===== src/rtl/pushbutton_conditioner.sv =====
// Synchronise, debounce and edge-detect four raw board buttons feeding the
// Nibbler `pushbuttons` input, with per-bit press pulses and sticky flags.
module pushbutton_conditioner #(
  parameter int unsigned DB_CYCLES = 4,
  parameter int unsigned CNT_W     = 3
) (
  input  logic       clock,
  input  logic       reset,
  input  logic [3:0] btn_raw,
  input  logic [3:0] clear_sticky,
  output logic [3:0] pushbuttons,
  output logic [3:0] press_pulse,
  output logic [3:0] sticky
);

  localparam int unsigned NB = 4;
  localparam logic [CNT_W-1:0] CNT_LAST = CNT_W'(DB_CYCLES - 1);

  logic [NB-1:0]    sync1;
  logic [NB-1:0]    sync2;
  logic [CNT_W-1:0] cnt_q [NB];
  logic [CNT_W-1:0] cnt_d [NB];
  logic [NB-1:0]    pb_d;
  logic [NB-1:0]    pulse_d;
  logic [NB-1:0]    sticky_d;

  // Per-bit debounce: any agreement with the stable level restarts the count.
  always_comb begin
    pb_d    = pushbuttons;
    pulse_d = '0;
    for (int i = 0; i < int'(NB); i++) begin
      cnt_d[i] = '0;
    end
    for (int i = 0; i < int'(NB); i++) begin
      if (sync2[i] != pushbuttons[i]) begin
        if (cnt_q[i] == CNT_LAST) begin
          pb_d[i]    = sync2[i];
          pulse_d[i] = sync2[i];
        end else begin
          cnt_d[i] = cnt_q[i] + CNT_W'(1);
        end
      end
    end
    // Set dominates clear so a press coinciding with a clear is not lost.
    sticky_d = (sticky & ~clear_sticky) | press_pulse;
  end

  always_ff @(posedge clock) begin
    if (!reset) begin
      sync1       <= '0;
      sync2       <= '0;
      pushbuttons <= '0;
      press_pulse <= '0;
      sticky      <= '0;
      for (int i = 0; i < int'(NB); i++) begin
        cnt_q[i] <= '0;
      end
    end else begin
      sync1       <= btn_raw;
      sync2       <= sync1;
      pushbuttons <= pb_d;
      press_pulse <= pulse_d;
      sticky      <= sticky_d;
      for (int i = 0; i < int'(NB); i++) begin
        cnt_q[i] <= cnt_d[i];
      end
    end
  end

endmodule


===== config.mk =====
export PLATFORM = sky130hd
export DESIGN_NAME = pushbutton_conditioner
export DESIGN_NICKNAME = d
export VERILOG_FILES = /design/src/rtl/pushbutton_conditioner.sv
export SDC_FILE = /design/constraint.sdc
export NUM_CORES = 1
export LEC_CHECK = 0
export ABC_CLOCK_PERIOD_IN_PS = 3330
export CAP_MARGIN = 20
export CORE_MARGIN = 2
export CORE_UTILIZATION = 53
export DETAILED_ROUTE_END_ITERATION = 10
export GPL_TIMING_DRIVEN = 0
export PLACE_DENSITY_LB_ADDON = 0.25
export SETUP_SLACK_MARGIN = 0.02
export SYNTH_ARGS = -nofsm -noshare
export SYNTH_HDL_FRONTEND = slang
export SYNTH_SLANG_ARGS = --single-unit

===== constraint.sdc =====
create_clock -name clock -period 3.33 [get_ports clock]
set_clock_uncertainty 0.05 [all_clocks]
set_input_delay 0.333 -clock clock [delete_from_list [all_inputs] [get_ports clock]]
set_output_delay 0.333 -clock clock [all_outputs]
set_load 0.01 [all_outputs]

; After elaboration in Yosys (flattened, before gate mapping)
; Memories as Yosys holds them, arrays and structs flattened.
; Cells that the tools add are included.
[word_totals]
regBits = 20
mem_bits_rw = 12
in_bits = 10
output_inout_bits = 12
wordCells = 53
mem_count = 1
[memory_table]
columns = name, words, word_bits, read_ports, rd_ports_with_merged_regs, write_ports, line
row1 = cnt_q, 4, 3, 4, 0, 4, 21  ; logic [CNT_W-1:0] cnt_q [NB];
[op_classes]
n_addsub = 4
eq_ne = 8
mux = 14
bitwise_logic = 7
n_reduce_logical = 8
[ops]
columns = cell, count
row1 = $mux W3, 12
row2 = $add A3 B1 Y3 const B, 4
row3 = $eq A3 B2 Y1 const B, 4
row4 = $reduce_and A3 Y1, 4
row5 = $reduce_and A2 Y1, 4
row6 = $and A4 B4 Y4, 1
row7 = $ne A1 B1 Y1, 4
row8 = $not A4 Y4, 1
row9 = $or A1 B1 Y1, 4
row10 = $or A4 B4 Y4, 1
row11 = $mux W1, 2

; Depth between registers and ports, before layout
[logic_depth]
depth_word = 4
mapped_depth = 4
depth_no_buf = 4

; Least setup slack after synthesis
; No wires, ideal clock.
[synth_path]
kind = reg-to-reg
startpoint = memory cnt_q[0][0]
endpoint = memory cnt_q[0][2]
setup_time_ps = 96
arrival_ps = 982
t_required_ps = 3184
path_slack_ps = 2202
stages_incl_launch_ff = 4
n_path_buf = 0
period_less_slack_ps = 1128
path_cell_list = dfxtp_1 -> ha_1 -> ha_1 -> nor4b_1
[synth_rtl]
columns = item, line
row1 = from (decl), 21

; Final worst setup path
[layout_path]
startpoint = register pushbuttons[1]
endpoint = output port pushbuttons[1]
[layout_rtl]
columns = item, line
row1 = from (decl), 11  ; output logic [3:0] pushbuttons,
row2 = from (signal assigned), 61  ; pushbuttons <= pb_d;
; No word-level cell between the ends.

==> results.txt <==
Global Route Usage Sum = 0.168
CTS tree = built
Worst hold slack = 0.385 ns
First-pass DRT Iterations = 3
Post-synth top area cell = dfxtp_1
Total Nets Final = 137
Worst hold path class = register to register
Initial Util = 0.568
TritonCTS buffer count = 5
Async set or reset register ratio after synthesis = 0
Worst slew pin tran = 0.256 ns
Crit Path Class = register to output pin
DPL Wire Length = 1200 um
Yosys reg bits = 32
CP max stage delay = 0.56 ns
Grt total ovfl = 0
R2r worst-path depth = 3
Final setup fails = 0
Clock root cell = clkbuf_4
Fillers = 153
CP arrival = 1.27 ns
Post-synthesis net count = 109
DIE WIDTH = 50.3 um
Final hold vios = 0
Max_slew headroom = 0.828
Max Cap Viol = 0
Deepest clock path buffer count = 2
Vias/cell = 4.97
Die Y = 50.3 um
Vias post-DR = 726
Final Cycle Share = 0.496
Worst-path clk slew = 0.09 ns
Static Leakage = 0.556 nW
Top cell type's share of synthesized area = 0.564
Post-synth top flop = dfxtp_1
Site Rows = 16
Final min period = 1.65 ns
Area contributors post-synth = dfxtp_1 (56%), ha_1 (8.8%), nor4b_1 (6.2%)
Post-Route WL = 1640 um
Number of hold buffers added after cts = 0
I/O Buffers = 21
Maximum VDD drop = 0.310 mV
First-pass GRT wire length = 3020 um
Crit-path max FO = 4
Seq/Total Area, Yosys = 0.564
Power Internal = 525 uW
H-tree depth = 2
Power share of the combinational group = 0.040
Crit path depth = 1
Slew Limit Fails = 0
Setup bufs post-CTS = 0
Worst-Skew Late Latency = 0.32 ns
Cell area after synthesis = 1140 um^2
Core Footprint = 2000 um^2
Area Overhead vs Synth = 27.2%
Remaining DRCs = 0
Clock sinks = 32
Worst hold stages = 1
Die ar. = 2530 um^2
Mapped Cells = 91
IO Pins = 22
Antenna Nets Post-Route = 0
Pin count of the biggest net entering global routing = 11
CP delay by family, top = buffers and inverters
Vias in the first global route = 711
Clock share of power = 0.362
Inserted Diodes = 0
Share of layout cells above drive strength 1 = 0.118
YS warnings = 0
Wire per inst = 11.2 um
1st-iter DRT viols = 3
Switching share of power = 0.198
Net Sw Power = 129 uW
Most numerous cell in the Yosys netlist = dfxtp_1
Commonest cells post-synth = dfxtp_1 (32), and2_1 (8), ha_1 (8), nor2b_1 (8), nor4b_1 (8)
Max Fclk = 0.605 GHz
Sequential power share = 0.598
Initial antenna violation count = 0
Mean Syn Cell Area = 12.5 um^2
Crit-path cells = clkdlybuf4s50_1
Post-synth cell types = 12
Critical path required time = 2.95 ns
RePlAce Congestion = 0.678
Power Dens Cells = 453 nW/um^2
Worst Setup Start Kind = register
Post-cts gate resize count = 0
Crit. End Element = output pin
Worst path slowest cell = clkdlybuf4s50_1
Fin Setup TNS = 0 ns
Status = complete, no violations
Post-synth EDFFs = 0
RSZ-0062 raised after global routing = no
Crit path buf inv count = 1
[kinds of logic after synthesis]
kind of cell / count (synthesis) / share of synthesized area
AOI/OAI and AO/OA: 4 / 0.0264
adders and majority gates: 8 / 0.0881
xor gates and xnor gates: 4 / 0.0308
and+or+nand+nor: 32 / 0.229
buffers and inverters: 7 / 0.0264
DFF: 32 / 0.564
muxes: 4 / 0.0352
[metrics by stage]
step	utilization	worst slack, ns	power [mW]	cell area [um^2]	std cells
floorplan	-	2.20	0.412	1140	91
global placement	0.689	1.85	0.426	1380	139
detailed placement	0.689	1.77	0.427	1380	139
CTS	0.722	1.66	0.660	1450	146
global route	0.722	1.60	0.682	1450	146
finish	0.722	1.68	0.654	1450	146
[flip-flops by register name (all words and copies together) (netlist names)]
signal,cells
cnt_q,12
press_pulse,4
pushbuttons,4
sticky,4
sync1,4
sync2,4
[per-layer routing]
layer / track usage / vias to the layer above / wire length (um)
met1: 0.203 / 333 / 731
li1: - / 369 / -
met5: 0 / - / 0
met3: 0.0982 / 6 / 105
met2: 0.243 / 18 / 772
met4: 0.0676 / 0 / 29
[worst paths after layout]
path                  start        endpoint  slack, ns
max          pushbuttons[1]  pushbuttons[1]       1.68
max reg2reg     cnt_q[2][0]     cnt_q[2][2]       2.12
min reg2reg     cnt_q[3][0]     cnt_q[3][0]       0.38
min             cnt_q[3][0]     cnt_q[3][0]       0.38
[power by group through the flow]
stage / Clock, mW / Sequential, mW / Combinational, mW
after floorplan: 0 / 0.400 / 0.0122
after global placement: 0 / 0.400 / 0.0258
after detailed placement: 0 / 0.400 / 0.0268
after CTS: 0.242 / 0.391 / 0.0269
after global routing: 0.260 / 0.392 / 0.0293
final: 0.237 / 0.391 / 0.0261
[worst register-to-register path, cell delays in order, from the launching register on]
cell,delay (ns)
dfxtp_1,0.32
ha_1,0.19
ha_1,0.26
nor4b_1,0.29
[placed cells by master, fill, tap and decap left out, drive strengths merged]
cell and instances:
ha 8, clkdlybuf4s50 21, nor2b 8, xnor2 4, and4bb 4, inv 4, mux2i 4, o21a 4
nor4b 8, clkbuf 10, dfxtp 32, and4b 4, and2 8
[final cells by class]
cell class                      count  area [um^2]  area share
Buffer                              3         15.0      0.0104
Timing Repair Buffer               21          210       0.145
Sequential cell                    32          641       0.443
Tap cell                           27         33.8      0.0234
Multi-Input combinational cell     52          465       0.322
Inverter                            4         15.0      0.0104
Clock buffer                        7         65.1      0.0450
Note: power is estimated with default switching activity, not from simulation.
